## config.mk

```make
export PLATFORM = sky130hd
export DESIGN_NAME = rob_multiport
export DESIGN_NICKNAME = d
export VERILOG_FILES = /design/src/rtl/rob_multiport.sv
export SDC_FILE = /design/constraint.sdc
export NUM_CORES = 2
export LEC_CHECK = 0
export BUFFER_PORTS_ARGS = -buffer_cell sky130_fd_sc_hd__buf_2
export CORE_ASPECT_RATIO = 1.4
export CORE_MARGIN = 8
export CORE_UTILIZATION = 50
export DETAILED_ROUTE_END_ITERATION = 16
export HOLD_SLACK_MARGIN = 0.05
export PLACE_DENSITY = 0.71
export RECOVER_POWER = 100
export SLEW_MARGIN = 5
export SYNTH_ARGS = -nofsm -noshare
export SYNTH_HDL_FRONTEND = slang
export SYNTH_SLANG_ARGS = --single-unit
```

## constraint.sdc

```tcl
create_clock -name clk_in -period 12.2 [get_ports clk_in]
set_input_delay 0 -clock clk_in [delete_from_list [all_inputs] [get_ports clk_in]]
set_output_delay 0 -clock clk_in [all_outputs]
set_load 0.01 [all_outputs]
```

## src/rtl/rob_multiport.sv

```systemverilog
// rob_multiport: circular reorder buffer with multi-port writeback, operand bypass,
// in-order single commit and branch/jalr redirect.
`default_nettype none

module rob_multiport #(
  parameter int BITS     = 4,
  parameter int WB_PORTS = 2
) (
  input  logic                     clk_in,
  input  logic                     rst_in,
  input  logic                     rdy_in,
  input  logic                     issue_valid,
  input  logic [31:0]              issue_pc,
  input  logic [1:0]               issue_type,
  input  logic [4:0]               issue_rd,
  input  logic                     issue_pred_taken,
  input  logic [31:0]              issue_alt_pc,
  output logic                     issue_ready,
  output logic [BITS-1:0]          issue_id,
  input  logic [WB_PORTS-1:0]      wb_valid,
  input  logic [WB_PORTS*BITS-1:0] wb_id,
  input  logic [WB_PORTS*32-1:0]   wb_value,
  input  logic [WB_PORTS-1:0]      wb_taken,
  input  logic [BITS-1:0]          qry_id_1,
  input  logic [BITS-1:0]          qry_id_2,
  output logic                     qry_ready_1,
  output logic                     qry_ready_2,
  output logic [31:0]              qry_value_1,
  output logic [31:0]              qry_value_2,
  output logic                     commit_valid,
  output logic [BITS-1:0]          commit_id,
  output logic [1:0]               commit_type,
  output logic [4:0]               commit_rd,
  output logic [31:0]              commit_value,
  output logic                     flush_out,
  output logic [31:0]              flush_pc,
  output logic [BITS:0]            count,
  output logic                     full,
  output logic                     empty
);

  localparam int         DEPTH       = 2**BITS;
  localparam logic [1:0] TYPE_REG    = 2'd0;
  localparam logic [1:0] TYPE_STORE  = 2'd1;
  localparam logic [1:0] TYPE_BRANCH = 2'd2;
  localparam logic [1:0] TYPE_JALR   = 2'd3;
  localparam logic [BITS:0] FULL_COUNT = {1'b1, {BITS{1'b0}}};

  logic [DEPTH-1:0] valid_q;
  logic [DEPTH-1:0] done_q;
  logic [DEPTH-1:0] pred_q;
  logic [DEPTH-1:0] taken_q;
  logic [1:0]       type_q  [DEPTH];
  logic [4:0]       rd_q    [DEPTH];
  logic [31:0]      pc4_q   [DEPTH];
  logic [31:0]      alt_q   [DEPTH];
  logic [31:0]      value_q [DEPTH];
  logic [BITS-1:0]  head_q;
  logic [BITS-1:0]  tail_q;
  logic [BITS:0]    count_q;

  logic                commit_fire;
  logic                issue_fire;
  logic                mispredict;
  logic [1:0]          head_type;
  logic [WB_PORTS-1:0] wb_ok;

  assign count       = count_q;
  assign full        = (count_q == FULL_COUNT);
  assign empty       = (count_q == '0);
  assign issue_id    = tail_q;
  assign head_type   = type_q[head_q];

  // Commit only sees a registered done bit, so the earliest commit is the cycle after writeback.
  assign commit_fire = rdy_in && !empty && valid_q[head_q] && done_q[head_q];
  assign mispredict  = (head_type == TYPE_BRANCH) && (taken_q[head_q] != pred_q[head_q]);
  assign flush_out   = commit_fire && ((head_type == TYPE_JALR) || mispredict);
  assign flush_pc    = !flush_out ? 32'd0 :
                       (head_type == TYPE_JALR) ? value_q[head_q] : alt_q[head_q];
  assign issue_ready = !full && !flush_out;
  assign issue_fire  = rdy_in && issue_valid && issue_ready;

  assign commit_valid = commit_fire;
  assign commit_id    = commit_fire ? head_q : '0;
  assign commit_type  = commit_fire ? head_type : 2'd0;

  always_comb begin
    commit_rd    = 5'd0;
    commit_value = 32'd0;
    if (commit_fire) begin
      case (head_type)
        TYPE_REG:   begin commit_rd = rd_q[head_q]; commit_value = value_q[head_q]; end
        TYPE_STORE: commit_value = value_q[head_q];
        TYPE_JALR:  begin commit_rd = rd_q[head_q]; commit_value = pc4_q[head_q]; end
        default:    commit_value = 32'd0;
      endcase
    end
  end

  always_comb begin
    wb_ok = '0;
    for (int k = 0; k < WB_PORTS; k++) begin
      wb_ok[k] = rdy_in && !flush_out && wb_valid[k] &&
                 valid_q[wb_id[k*BITS +: BITS]] && !done_q[wb_id[k*BITS +: BITS]];
    end
  end

  // Later ports override earlier ones, so the highest matching port supplies the bypass.
  always_comb begin
    qry_ready_1 = done_q[qry_id_1];
    qry_value_1 = value_q[qry_id_1];
    qry_ready_2 = done_q[qry_id_2];
    qry_value_2 = value_q[qry_id_2];
    for (int k = 0; k < WB_PORTS; k++) begin
      if (wb_valid[k] && (wb_id[k*BITS +: BITS] == qry_id_1)) begin
        qry_ready_1 = 1'b1;
        qry_value_1 = wb_value[k*32 +: 32];
      end
      if (wb_valid[k] && (wb_id[k*BITS +: BITS] == qry_id_2)) begin
        qry_ready_2 = 1'b1;
        qry_value_2 = wb_value[k*32 +: 32];
      end
    end
  end

  always_ff @(posedge clk_in or negedge rst_in) begin
    if (!rst_in) begin
      head_q  <= '0;
      tail_q  <= '0;
      count_q <= '0;
      valid_q <= '0;
      done_q  <= '0;
    end else if (rdy_in) begin
      if (flush_out) begin
        head_q  <= '0;
        tail_q  <= '0;
        count_q <= '0;
        valid_q <= '0;
        done_q  <= '0;
      end else begin
        for (int k = 0; k < WB_PORTS; k++) begin
          if (wb_ok[k]) done_q[wb_id[k*BITS +: BITS]] <= 1'b1;
        end
        if (commit_fire) begin
          valid_q[head_q] <= 1'b0;
          done_q[head_q]  <= 1'b0;
          head_q          <= head_q + 1'b1;
        end
        if (issue_fire) begin
          valid_q[tail_q] <= 1'b1;
          done_q[tail_q]  <= 1'b0;
          tail_q          <= tail_q + 1'b1;
        end
        case ({issue_fire, commit_fire})
          2'b10:   count_q <= count_q + 1'b1;
          2'b01:   count_q <= count_q - 1'b1;
          default: count_q <= count_q;
        endcase
      end
    end
  end

  always_ff @(posedge clk_in) begin
    if (issue_fire) begin
      type_q[tail_q] <= issue_type;
      rd_q[tail_q]   <= issue_rd;
      pc4_q[tail_q]  <= issue_pc + 32'd4;
      alt_q[tail_q]  <= issue_alt_pc;
      pred_q[tail_q] <= issue_pred_taken;
    end
    for (int k = 0; k < WB_PORTS; k++) begin
      if (wb_ok[k]) begin
        value_q[wb_id[k*BITS +: BITS]] <= wb_value[k*32 +: 32];
        taken_q[wb_id[k*BITS +: BITS]] <= wb_taken[k];
      end
    end
  end

endmodule

`default_nettype wire

```

==> impl_metrics.ini <==
[clocking]
worst_skew_pair.late_latency_ns = 0.83
cts_setup_buffers = 0
hold_buffers = 201
cts_tree = built
clock_sinks = 1725
cts.clk_slew.worst_paths_ns = 0.06
cts_resized = 0
clock_path_buffers = 3
cts_max_level = 4
ctsRootBufferMaster = clkbuf_16
cts_buffers = 165

[hold_path]
hold_depth = 6
hold_class = in -> reg

[setup_path]
cp.depth = 11
crit_required_ns = 12.62
worstSetupEndpointType = register
worstSetupPathType = reg -> reg
crit_top_cell = buf_4
crit_chain = buf_4 > mux4_2 > mux4_2 > ha_1 > inv_1 > o221ai_1 > buf_4 > a211oi_4 > clkbuf_1 > a21o_1 > buf_4
rr_worst_depth = 11
start_kind = register
cp.arrival_ns = 10.22
cp_max_fo = 62
slowest_delay_ns = 2.53
cp_top_family = buffers and inverters
crit_buf_inv = 5
cpMaxStageDelayCell = clkbuf_1

[logic_synthesis]
yosysUniqueCellTypes = 79
synth_warnings = 0
async_reset_ff_share_pct = 2.61
avgSynthCellArea_um2 = 19.5
synth_edf_count = 1664
ys_seq_area_share_pct = 60.8
ys_ff_latch = 1725
synth_cells = 4344
syn_nets = 4521
syn_area_um2 = 84600
synth_ff_type = edfxtp_1

[timing]
hold_viol_final = 0
setup_viol = 0
period_needed_ns = 9.80
maxSlewViolCount = 1215
finalCritPeriodShare_pct = 80.3
hold_slack_ns = 0.0981
timing.slew.headroom_pct = -171
tns_ns = 0
rsz0062_at_grt = false
tightest_slew_ns = 4.07
skew_ns = 0.0451
setup_ws_ns = 2.40
fmax_mhz = 102

[final_layout]
finalNetCount = 4934
regArea_um2 = 51400
multi_input_area_um2 = 30800
layout-drive-gt1-share_pct = 34.9
fin_util_pct = 56.3
fillCellCount = 12700
finalNonFillerCells = 7165
synthToLayoutAreaGrowth_pct = 11.9
fin_area_um2 = 94700

[drt]
drt_iter0_drc = 5504
ant_nets = 0
via_per_inst = 6.72
routed_wl_um = 249000
drc = 0
vias = 48200
first_pass_iters = 6
wl_per_cell_um = 34.8

[global_routing]
grt_pass1_vias = 49400
grt_pass1_wl_um = 354000
overflow = 0
antenna_found_initial = 28
grt_start_max_net_pins = 115
groute.usage.overall_pct = 26.8

[power_and_ir_drop]
cellLeakagePower_nw = 29.4
vdd_ir_drop_max_v = 0.000161
powerDensity_nw_per_um2 = 184
power_mw = 17.4

[placed_design]
pre_cts_slack_ns = 4.59
port_buffers = 314
gp_congestion = 0.878
dp_hpwl_um = 147000
dp.cells = 6639
place_area_um2 = 88400

[flow_run]
max_cap_viol_count = 31

[die]
die-area_um2 = 183000
core_um2 = 168000
rows = 178
die_h_um = 503
die_x_um = 364
ios = 315
initial_core_util_pct = 50.3

[run_status]
violations = capacitance limit, slew limit
outcome = finished with violations
[metal layers]
layer | global-route usage (%) | vias to the layer above | part of all wire [%]
li1 | - | 19200 | -
met3 | 5.96 | 606 | 10
met4 | 10.4 | 18 | 4.4
met5 | 0 | - | 0.045
met1 | 34.7 | 25400 | 36
met2 | 44.5 | 2962 | 49
[cells in the mapped netlist, types with 4 or more instances]
cell       instances  area, µm²
mux2i_1           71        711
nor2_1            67        251
mux2_2           333       3750
a41oi_1            4       35.0
ha_1              16        200
nor3_1            25        125
a2bb2oi_1         12        105
clkbuf_1         222        833
nand4_1           11       68.8
inv_1             17       63.8
mux2_1            65        732
buf_4             19        143
nand2b_1          30        188
and2_1            12       75.1
nor3b_1            5       37.5
dfxtp_1           16        320
nand2_1          177        664
o31ai_1            7       52.6
nand3_1           36        180
or2_2              6       37.5
nor2b_1            9       56.3
a21o_1             9       67.6
o21bai_1           4       30.0
o21ai_0           84        420
xnor2_1           32        280
mux4_2           864      19500
a211oi_4           7        140
mux2_4           114       1710
edfxtp_1        1664      50000
buf_6             38        428
nor4_1             4       25.0
o221a_1            4       45.0
xor2_1            18        158
o211ai_1          10       75.1
a32o_1             4       40.0
a22oi_1           47        353
buf_1             80        300
a31oi_1            7       43.8
dfrtp_1           45       1130
a21oi_1           38        190
a31o_2            10       87.6
buf_2             31        155
o2111ai_4          6        158
[worst reg2reg max path, cell delays in order (launching register included)]
cell      delay [ns]
dfrtp_1         2.26
buf_4           1.08
mux4_2          0.44
mux4_2          0.53
ha_1            0.55
inv_1           0.20
o221ai_1        0.14
buf_4           0.23
a211oi_4        0.24
clkbuf_1        2.53
a21o_1          0.54
buf_4           0.61
[placed cells by master (no fill, tap or decap), drive strengths merged, types with 9 or more instances in the layout]
cell type,count
nand4,11
a21o,9
edfxtp,1664
o21ai,86
nor2b,9
diode,18
clkinv,87
and2,12
ha,16
buf,203
nor3,25
nand3,37
a31o,10
mux2i,72
inv,28
o211ai,10
dfrtp,45
nand2,180
nand2b,30
a22oi,48
a21oi,38
xnor2,33
mux4,867
mux2,512
a2bb2oi,12
dfxtp,16
bufinv,14
dlygate4sd3,201
nor2,67
clkbuf,432
xor2,18
[layout make-up]
| type | instances | area share (%) |
|---|---|---|
| flip-flops and latches | 1725 | 54.3 |
| multi-input cells | 2204 | 32.5 |
| clock buffers | 198 | 4.56 |
| repair buffers | 638 | 4.42 |
| well taps | 2250 | 2.97 |
| clock inverters | 109 | 1.14 |
| inverters | 23 | 0.0938 |
| diodes | 18 | 0.0476 |
[registers in the layout, indices dropped and copies added, names as in the netlist]
register,cells
rd_q,80
pred_q,16
alt_q,512
pc4_q,512
value_q,512
count,5
type_q,32
taken_q,16
head_q,4
issue_id,4
done_q,16
valid_q,16
[worst paths after layout]
kind / from / slack [ns] / end
worst max-delay path: head_q[1]$_DFFE_PN0P_ / 2.40 / value_q[7][7]$_DFFE_PP_
worst min-delay path: wb_id[5] / 0.1 / taken_q[9]$_DFF_P_
worst max register to register: head_q[1]$_DFFE_PN0P_ / 2.40 / value_q[7][7]$_DFFE_PP_
worst min register to register: taken_q[7]$_DFF_P_ / 0.48 / taken_q[7]$_DFF_P_
max in group asynchronous: rst_in / 8.88 / head_q[0]$_DFFE_PN0P_
min in group asynchronous: rst_in / 1.27 / count[2]$_DFFE_PN0P_
[cells by family after synthesis]
group,share of synthesized area [%]
DFF,60.8
and+or+nand+nor,2.14
muxes,31.3
buffers and inverters,2.34
adders and majority gates,0.260
xor gates and xnor gates,0.537
AOI/OAI and AO/OA,2.69
[where the power goes]
group	switching, mW	total (mW)	internal (mW)
combinational	2.97	5.20	2.24
sequential	0.259	7.07	6.81
clock	2.31	5.15	2.85
total	5.53	17.4	11.9
No activity file was read; power rests on OpenSTA's default activity.
